$ cat config.mk
export PLATFORM = sky130hd
export DESIGN_NAME = flex_pts_tx
export DESIGN_NICKNAME = d
export VERILOG_FILES = /design/src/rtl/flex_pts_tx_pkg.sv /design/src/rtl/flex_counter.sv /design/src/rtl/flex_pts_tx.sv
export SDC_FILE = /design/constraint.sdc
export NUM_CORES = 1
export LEC_CHECK = 0
export ABC_AREA = 1
export BUFFER_PORTS_ARGS = -buffer_cell sky130_fd_sc_hd__buf_4
export CAP_MARGIN = 15
export CELL_PAD_IN_SITES_DETAIL_PLACEMENT = 0
export CELL_PAD_IN_SITES_GLOBAL_PLACEMENT = 1
export CORE_MARGIN = 2
export CORE_UTILIZATION = 44
export CTS_CLUSTER_DIAMETER = 200
export DETAILED_ROUTE_END_ITERATION = 12
export PLACE_DENSITY_LB_ADDON = 0.2
export SYNTH_ARGS = -nofsm -noshare
export SYNTH_HDL_FRONTEND = slang
export SYNTH_HIERARCHICAL = 1
export SYNTH_SLANG_ARGS = --single-unit
$ cat constraint.sdc
create_clock -name clk -period 2.9 [get_ports clk]
set_input_delay 0.435 -clock clk [delete_from_list [all_inputs] [get_ports clk]]
set_output_delay 0.435 -clock clk [all_outputs]
set_load 0.01 [all_outputs]
$ cat src/rtl/flex_pts_tx_pkg.sv
// Shared types and legality constants for the flex_pts_tx serial transmitter.
package flex_pts_tx_pkg;

  typedef enum logic [2:0] {
    IDLE   = 3'd0,
    START  = 3'd1,
    DATA   = 3'd2,
    PARITY = 3'd3,
    STOP   = 3'd4
  } state_t;

  localparam int STOP_BITS_MIN  = 1;
  localparam int STOP_BITS_MAX  = 2;
  localparam int NUM_BITS_MIN   = 2;
  localparam int NUM_BITS_MAX   = 32;
  localparam int BIT_CYCLES_MIN = 1;
  localparam int BIT_CYCLES_MAX = 65535;

endpackage

$ cat src/rtl/flex_counter.sv
// Up-counter with synchronous clear, count enable and a programmable wrap value.
module flex_counter #(
  parameter int WIDTH = 4
) (
  input  logic             clk,
  input  logic             rst,
  input  logic             clear,
  input  logic             count_en,
  input  logic [WIDTH-1:0] rollover_val,
  output logic [WIDTH-1:0] count,
  output logic             rollover_flag
);

  // Flag marks the terminal value; the next enabled edge wraps to zero.
  assign rollover_flag = (count == rollover_val);

  always_ff @(posedge clk or posedge rst) begin
    if (rst) begin
      count <= '0;
    end else if (clear) begin
      count <= '0;
    end else if (count_en) begin
      count <= rollover_flag ? '0 : count + WIDTH'(1);
    end
  end

endmodule

$ cat src/rtl/flex_pts_tx.sv
// Parallel-to-serial UART-style transmitter with a one-entry holding register.
// Handshake: a word moves on a rising edge where data_valid and data_ready are both 1.
module flex_pts_tx
  import flex_pts_tx_pkg::*;
#(
  parameter int NUM_BITS   = 8,
  parameter int SHIFT_MSB  = 0,
  parameter int BIT_CYCLES = 4,
  parameter int PARITY_EN  = 0,
  parameter int PARITY_ODD = 0,
  parameter int STOP_BITS  = 1
) (
  input  logic                clk,
  input  logic                rst,
  input  logic [NUM_BITS-1:0] data_in,
  input  logic                data_valid,
  output logic                data_ready,
  output logic                serial_out,
  output logic                busy,
  output logic                frame_done
);

  localparam int BIT_W = 16;
  localparam int IDX_W = 5;

  if (NUM_BITS < NUM_BITS_MIN || NUM_BITS > NUM_BITS_MAX) begin : g_bad_num_bits
    $error("flex_pts_tx: NUM_BITS out of range");
  end
  if (BIT_CYCLES < BIT_CYCLES_MIN || BIT_CYCLES > BIT_CYCLES_MAX) begin : g_bad_bit_cycles
    $error("flex_pts_tx: BIT_CYCLES out of range");
  end
  if (STOP_BITS < STOP_BITS_MIN || STOP_BITS > STOP_BITS_MAX) begin : g_bad_stop_bits
    $error("flex_pts_tx: STOP_BITS must be 1 or 2");
  end

  state_t              state, state_n;
  logic [NUM_BITS-1:0] shift_q, shift_d, shifted, load_word, hold_q;
  logic                parity_q, parity_d;
  logic                hold_full, load, accept, ser_d;
  logic                bit_flag, idx_flag, bit_end, frame_end;
  logic [IDX_W-1:0]    idx_roll;
  logic [BIT_W-1:0]    unused_bit_cnt;
  logic [IDX_W-1:0]    unused_idx_cnt;

  assign busy       = (state != IDLE);
  assign data_ready = !hold_full;
  assign accept     = data_valid && data_ready;
  assign bit_end    = busy && bit_flag;
  assign frame_end  = (state == STOP) && bit_end && idx_flag;
  assign frame_done = frame_end;

  flex_counter #(.WIDTH(BIT_W)) u_bit_cnt (
    .clk           (clk),
    .rst           (rst),
    .clear         (!busy),
    .count_en      (busy),
    .rollover_val  (BIT_W'(BIT_CYCLES - 1)),
    .count         (unused_bit_cnt),
    .rollover_flag (bit_flag)
  );

  // The index counter wraps to zero at the last data bit, so STOP starts from 0.
  always_comb begin
    idx_roll = '0;
    if (state == DATA)      idx_roll = IDX_W'(NUM_BITS - 1);
    else if (state == STOP) idx_roll = IDX_W'(STOP_BITS - 1);
  end

  flex_counter #(.WIDTH(IDX_W)) u_idx_cnt (
    .clk           (clk),
    .rst           (rst),
    .clear         (!busy),
    .count_en      (bit_end && (state == DATA || state == STOP)),
    .rollover_val  (idx_roll),
    .count         (unused_idx_cnt),
    .rollover_flag (idx_flag)
  );

  assign shifted = (SHIFT_MSB != 0) ? {shift_q[NUM_BITS-2:0], 1'b1}
                                    : {1'b1, shift_q[NUM_BITS-1:1]};

  always_comb begin
    state_n   = state;
    shift_d   = shift_q;
    parity_d  = parity_q;
    load      = 1'b0;
    load_word = data_in;
    ser_d     = 1'b1;
    case (state)
      IDLE: begin
        if (accept) begin
          state_n = START;
          load    = 1'b1;
        end
      end
      START: begin
        if (bit_end) state_n = DATA;
      end
      DATA: begin
        if (bit_end) begin
          shift_d = shifted;
          if (idx_flag) state_n = (PARITY_EN != 0) ? PARITY : STOP;
        end
      end
      PARITY: begin
        if (bit_end) state_n = STOP;
      end
      STOP: begin
        if (frame_end) begin
          if (hold_full) begin
            state_n   = START;
            load      = 1'b1;
            load_word = hold_q;
          end else if (data_valid) begin
            state_n = START;
            load    = 1'b1;
          end else begin
            state_n = IDLE;
          end
        end
      end
      default: state_n = IDLE;
    endcase
    if (load) begin
      shift_d  = load_word;
      parity_d = (^load_word) ^ (PARITY_ODD != 0);
    end
    // serial_out is registered from the next state so it lines up with state.
    case (state_n)
      START:   ser_d = 1'b0;
      DATA:    ser_d = (SHIFT_MSB != 0) ? shift_d[NUM_BITS-1] : shift_d[0];
      PARITY:  ser_d = parity_d;
      default: ser_d = 1'b1;
    endcase
  end

  always_ff @(posedge clk or posedge rst) begin
    if (rst) begin
      state      <= IDLE;
      shift_q    <= '1;
      parity_q   <= 1'b0;
      serial_out <= 1'b1;
    end else begin
      state      <= state_n;
      shift_q    <= shift_d;
      parity_q   <= parity_d;
      serial_out <= ser_d;
    end
  end

  // Words accepted mid-frame wait here; a frame-end accept goes straight to the shifter.
  always_ff @(posedge clk or posedge rst) begin
    if (rst) begin
      hold_full <= 1'b0;
      hold_q    <= '0;
    end else if (accept && busy && !frame_end) begin
      hold_full <= 1'b1;
      hold_q    <= data_in;
    end else if (frame_end && hold_full) begin
      hold_full <= 1'b0;
    end
  end

endmodule

==> flow_summary.json <==
{
  "clock_latency_ps": 290,
  "yosysMostFrequentCell": "nand2_1",
  "min_period_ps": 2580,
  "tns_ps": 0,
  "p_clk_share_pct": 32.6,
  "slew_headroom_pct": 43.8,
  "crit_path_end_kind": "flop",
  "cp_top_family": "simple AND/OR/NAND/NOR gates",
  "fp.dieH_um": 88.5,
  "grt_pass1_wl_um": 11600,
  "drcViolationCount": 0,
  "post_synth.cell_area_avg_um2": 6.55,
  "worstPathRequired_ps": 3140,
  "grtUsageTotal_pct": 19.0,
  "dr.pass1.iters": 4,
  "pwr-share-seq_pct": 54.1,
  "syn2layout_area_growth_pct": 16.1,
  "critPathLaunch": "state[1]",
  "p_int_uw": 838,
  "combPwrFrac_pct": 13.3,
  "ys_warn_count": 6,
  "htreeDepth": 2,
  "post-place-ws_ps": -19.5,
  "nets": 551,
  "yosys-top-cells-count": "nand2_1, inv_1, nor2_1, dfrtp_1, nand3_1",
  "syn_area_um2": 3140,
  "hold_buffers": 0,
  "start_kind": "flop",
  "power_density_nw_per_um2": 315,
  "critPathMaxFanout": 6,
  "synth.top_cell.area_share_pct": 27.1,
  "cts.clk_slew.worst_paths_ps": 80,
  "synth_seq_cells": 43,
  "max_freq_mhz": 388,
  "place_congestion": 0.858,
  "cts_sinks": 43,
  "placed_cell_area_um2": 3520,
  "synth_compound_area_share_pct": 11.6,
  "synth-main-ff-cell": "dfrtp_1",
  "ant_nets": 0,
  "clk_path_buf_depth": 2,
  "dieArea_um2": 7830,
  "dp.cells": 625,
  "num_rows": 30,
  "synth_edf_count": 0,
  "pin_count": 15,
  "antenna_cells": 0,
  "synth_top_family_by_area": "simple AND/OR/NAND/NOR gates",
  "swShare_pct": 27.1,
  "via_per_inst": 4.51,
  "drv_cap": 0,
  "finalCritPeriodShare_pct": 88.9,
  "drt_iter0_drc": 121,
  "crit_slowest_cell": "dfrtp_1",
  "design_area_um2": 3650,
  "worstPathArrival_ps": 2820,
  "fin_worst_skew_ps": 5.36,
  "synth_area_leaders": "dfrtp_1, nand2_1, inv_1, dfstp_2, nor2_1",
  "critical_path_class": "flop to flop",
  "worst-path-buf-inv": 6,
  "wire_per_inst_um": 10.8,
  "slew_viol_final": 0,
  "worst_pin_slew_ps": 841,
  "core_area_um2": 6870,
  "cp_slowest_stage_delay_ps": 370,
  "hpwl_um": 5290,
  "synth-xor-area-share_pct": 3.34,
  "synth_mux_area_share_pct": 0.358,
  "drive_gt1_share_pct": 17.3,
  "cts_inserted_buffers": 5,
  "grt_remaining_overflow": 0,
  "finalSetupViolCount": 0,
  "worstPathCellList": "inv_1 -> nor2_1 -> inv_1 -> nor2_4 -> inv_1 -> nand2_1 -> nand2_1 -> nor2_1 -> nand3_2 -> inv_2 -> nand2_2 -> inv_2 -> nand3_2 -> nand2_1 -> o21ai_4 -> inv_1 -> nand2_1 -> nand2_1 -> nand2_1 -> nand2_1 -> nand2_1 -> nand3_2 -> nand3_2 -> nand2_1",
  "outcome": "completed",
  "wl_um": 6840,
  "cts_tree": "built",
  "antenna_found_initial": 0,
  "hold_class": "input pin to async pin",
  "grt_max_degree": 23,
  "yosysUniqueCellTypes": 36,
  "async_flop_share_pct": 100,
  "layout_setup_ws_ps": 321,
  "dieWidth_um": 88.5,
  "yosys.area.top_type": "dfrtp_1",
  "portBuffers": 14,
  "clockRootBuffer": "clkbuf_8",
  "synthesis.instances": 480,
  "yosysSeqAreaShare_pct": 34.6,
  "initial_core_util_pct": 45.8,
  "final_cells": 635,
  "post_synth_fa_ha_maj_area_fraction_pct": 0.796,
  "grt_pass1_vias": 2449,
  "finalHoldViolations": 0,
  "num_vias": 2867,
  "p_total_mw": 1.15,
  "p_switching_uw": 311,
  "r2r_start": "state[1]",
  "worst_path_most_repeated_cell": "nand2_1",
  "nFillCells": 715,
  "synthSimpleGateAreaFrac_pct": 36.9,
  "p_leak_nw": 1.84,
  "ir_drop_mv": 0.238
}
==> layout by cell type, fill, tap and decap left out, types with 4 or more instances in the layout <==
master,instances
nand2_1,170
inv_1,81
nor2_1,37
conb_1,35
dfrtp_1,34
nand3_1,23
buf_4,23
o21ai_0,17
a21oi_2,11
inv_2,10
xor2_1,10
nand2_2,9
dfstp_2,9
o21ai_1,9
nor2_2,6
nor2_4,5
o221ai_1,5
clkbuf_8,5
nand4_1,4
nand3_2,4
a21oi_1,4
==> timing repair <==
| action | CTS | global route |
|---|---|---|
| cloned | 0 | 1 |
| pin swaps | 0 | 1 |
| setup buffers | 0 | 1 |
| endpoints found under the setup margin | 2 | 17 |
| hold endpoints to repair | 0 | 0 |
| gates resized for setup | 1 | 6 |
==> path summary, 6_finish.rpt <==
path / end / slack [ps] / cells after the start
min in group clk: hold_q[1] / 400 / 2
worst min register to register: hold_q[7] / 490 / 2
worst max register to register: serial_out / 320 / 24
worst min-delay path: u_idx_cnt/count[2] / 40 / 2
max in group asynchronous: parity_q / 2050 / 2
worst max-delay path: serial_out / 320 / 24
==> registers in the layout, summed over array words and instances (netlist names) <==
name             cells
state                3
hold_full            1
u_bit_cnt/count     16
hold_q               8
u_idx_cnt/count      5
shift_q              8
serial_out           1
parity_q             1
==> kinds of logic (layout without fill, tap and decap cells) <==
group / after synthesis / count (layout)
AND/OR/NAND/NOR: 266 / 267
buffers and inverters: 98 / 123
AO/OA/AOI/OAI: 56 / 56
flip-flops: 43 / 43
XOR/XNOR: 12 / 12
adder cells (fa/ha/maj): 2 / 2
other: 2 / 35
multiplexers: 1 / 1
==> power by group through the flow <==
stage	combinational [mW]	clock (mW)	sequential, mW
floorplan	0.111	0	0.632
global placement	0.150	0	0.633
detailed placement	0.151	0	0.633
CTS	0.151	0.395	0.622
global route	0.178	0.419	0.624
finish	0.152	0.374	0.622
==> layout make-up <==
cell class / count / area (µm²) / area share, %
multi-input cells: 373 / 1840 / 50.4
repair buffers: 23 / 173 / 4.73
clock buffers: 6 / 72.6 / 1.99
well taps: 96 / 120 / 3.29
inverters: 92 / 345 / 9.46
flip-flops and latches: 43 / 1090 / 29.8
clock inverters: 2 / 12.5 / 0.343
==> through the flow <==
step / hold WS [ps] / util, %
floorplan: 214 / -
global placement: 359 / 51.2
detailed placement: 364 / 51.2
CTS: 37.5 / 52.5
global route: 58.7 / 53.1
finish: 43.6 / 53.1
==> metal layers <==
layer	vias up	global-route usage (%)	wire length, µm	part of all wire (%)
met3	7	2.80	251	3.7
li1	1552	-	-	-
met4	0	4.55	78	1.1
met1	1261	30.6	3660	54
met5	-	0	0	0
met2	47	26.4	2840	42
Power figures use the tool's default switching activity.
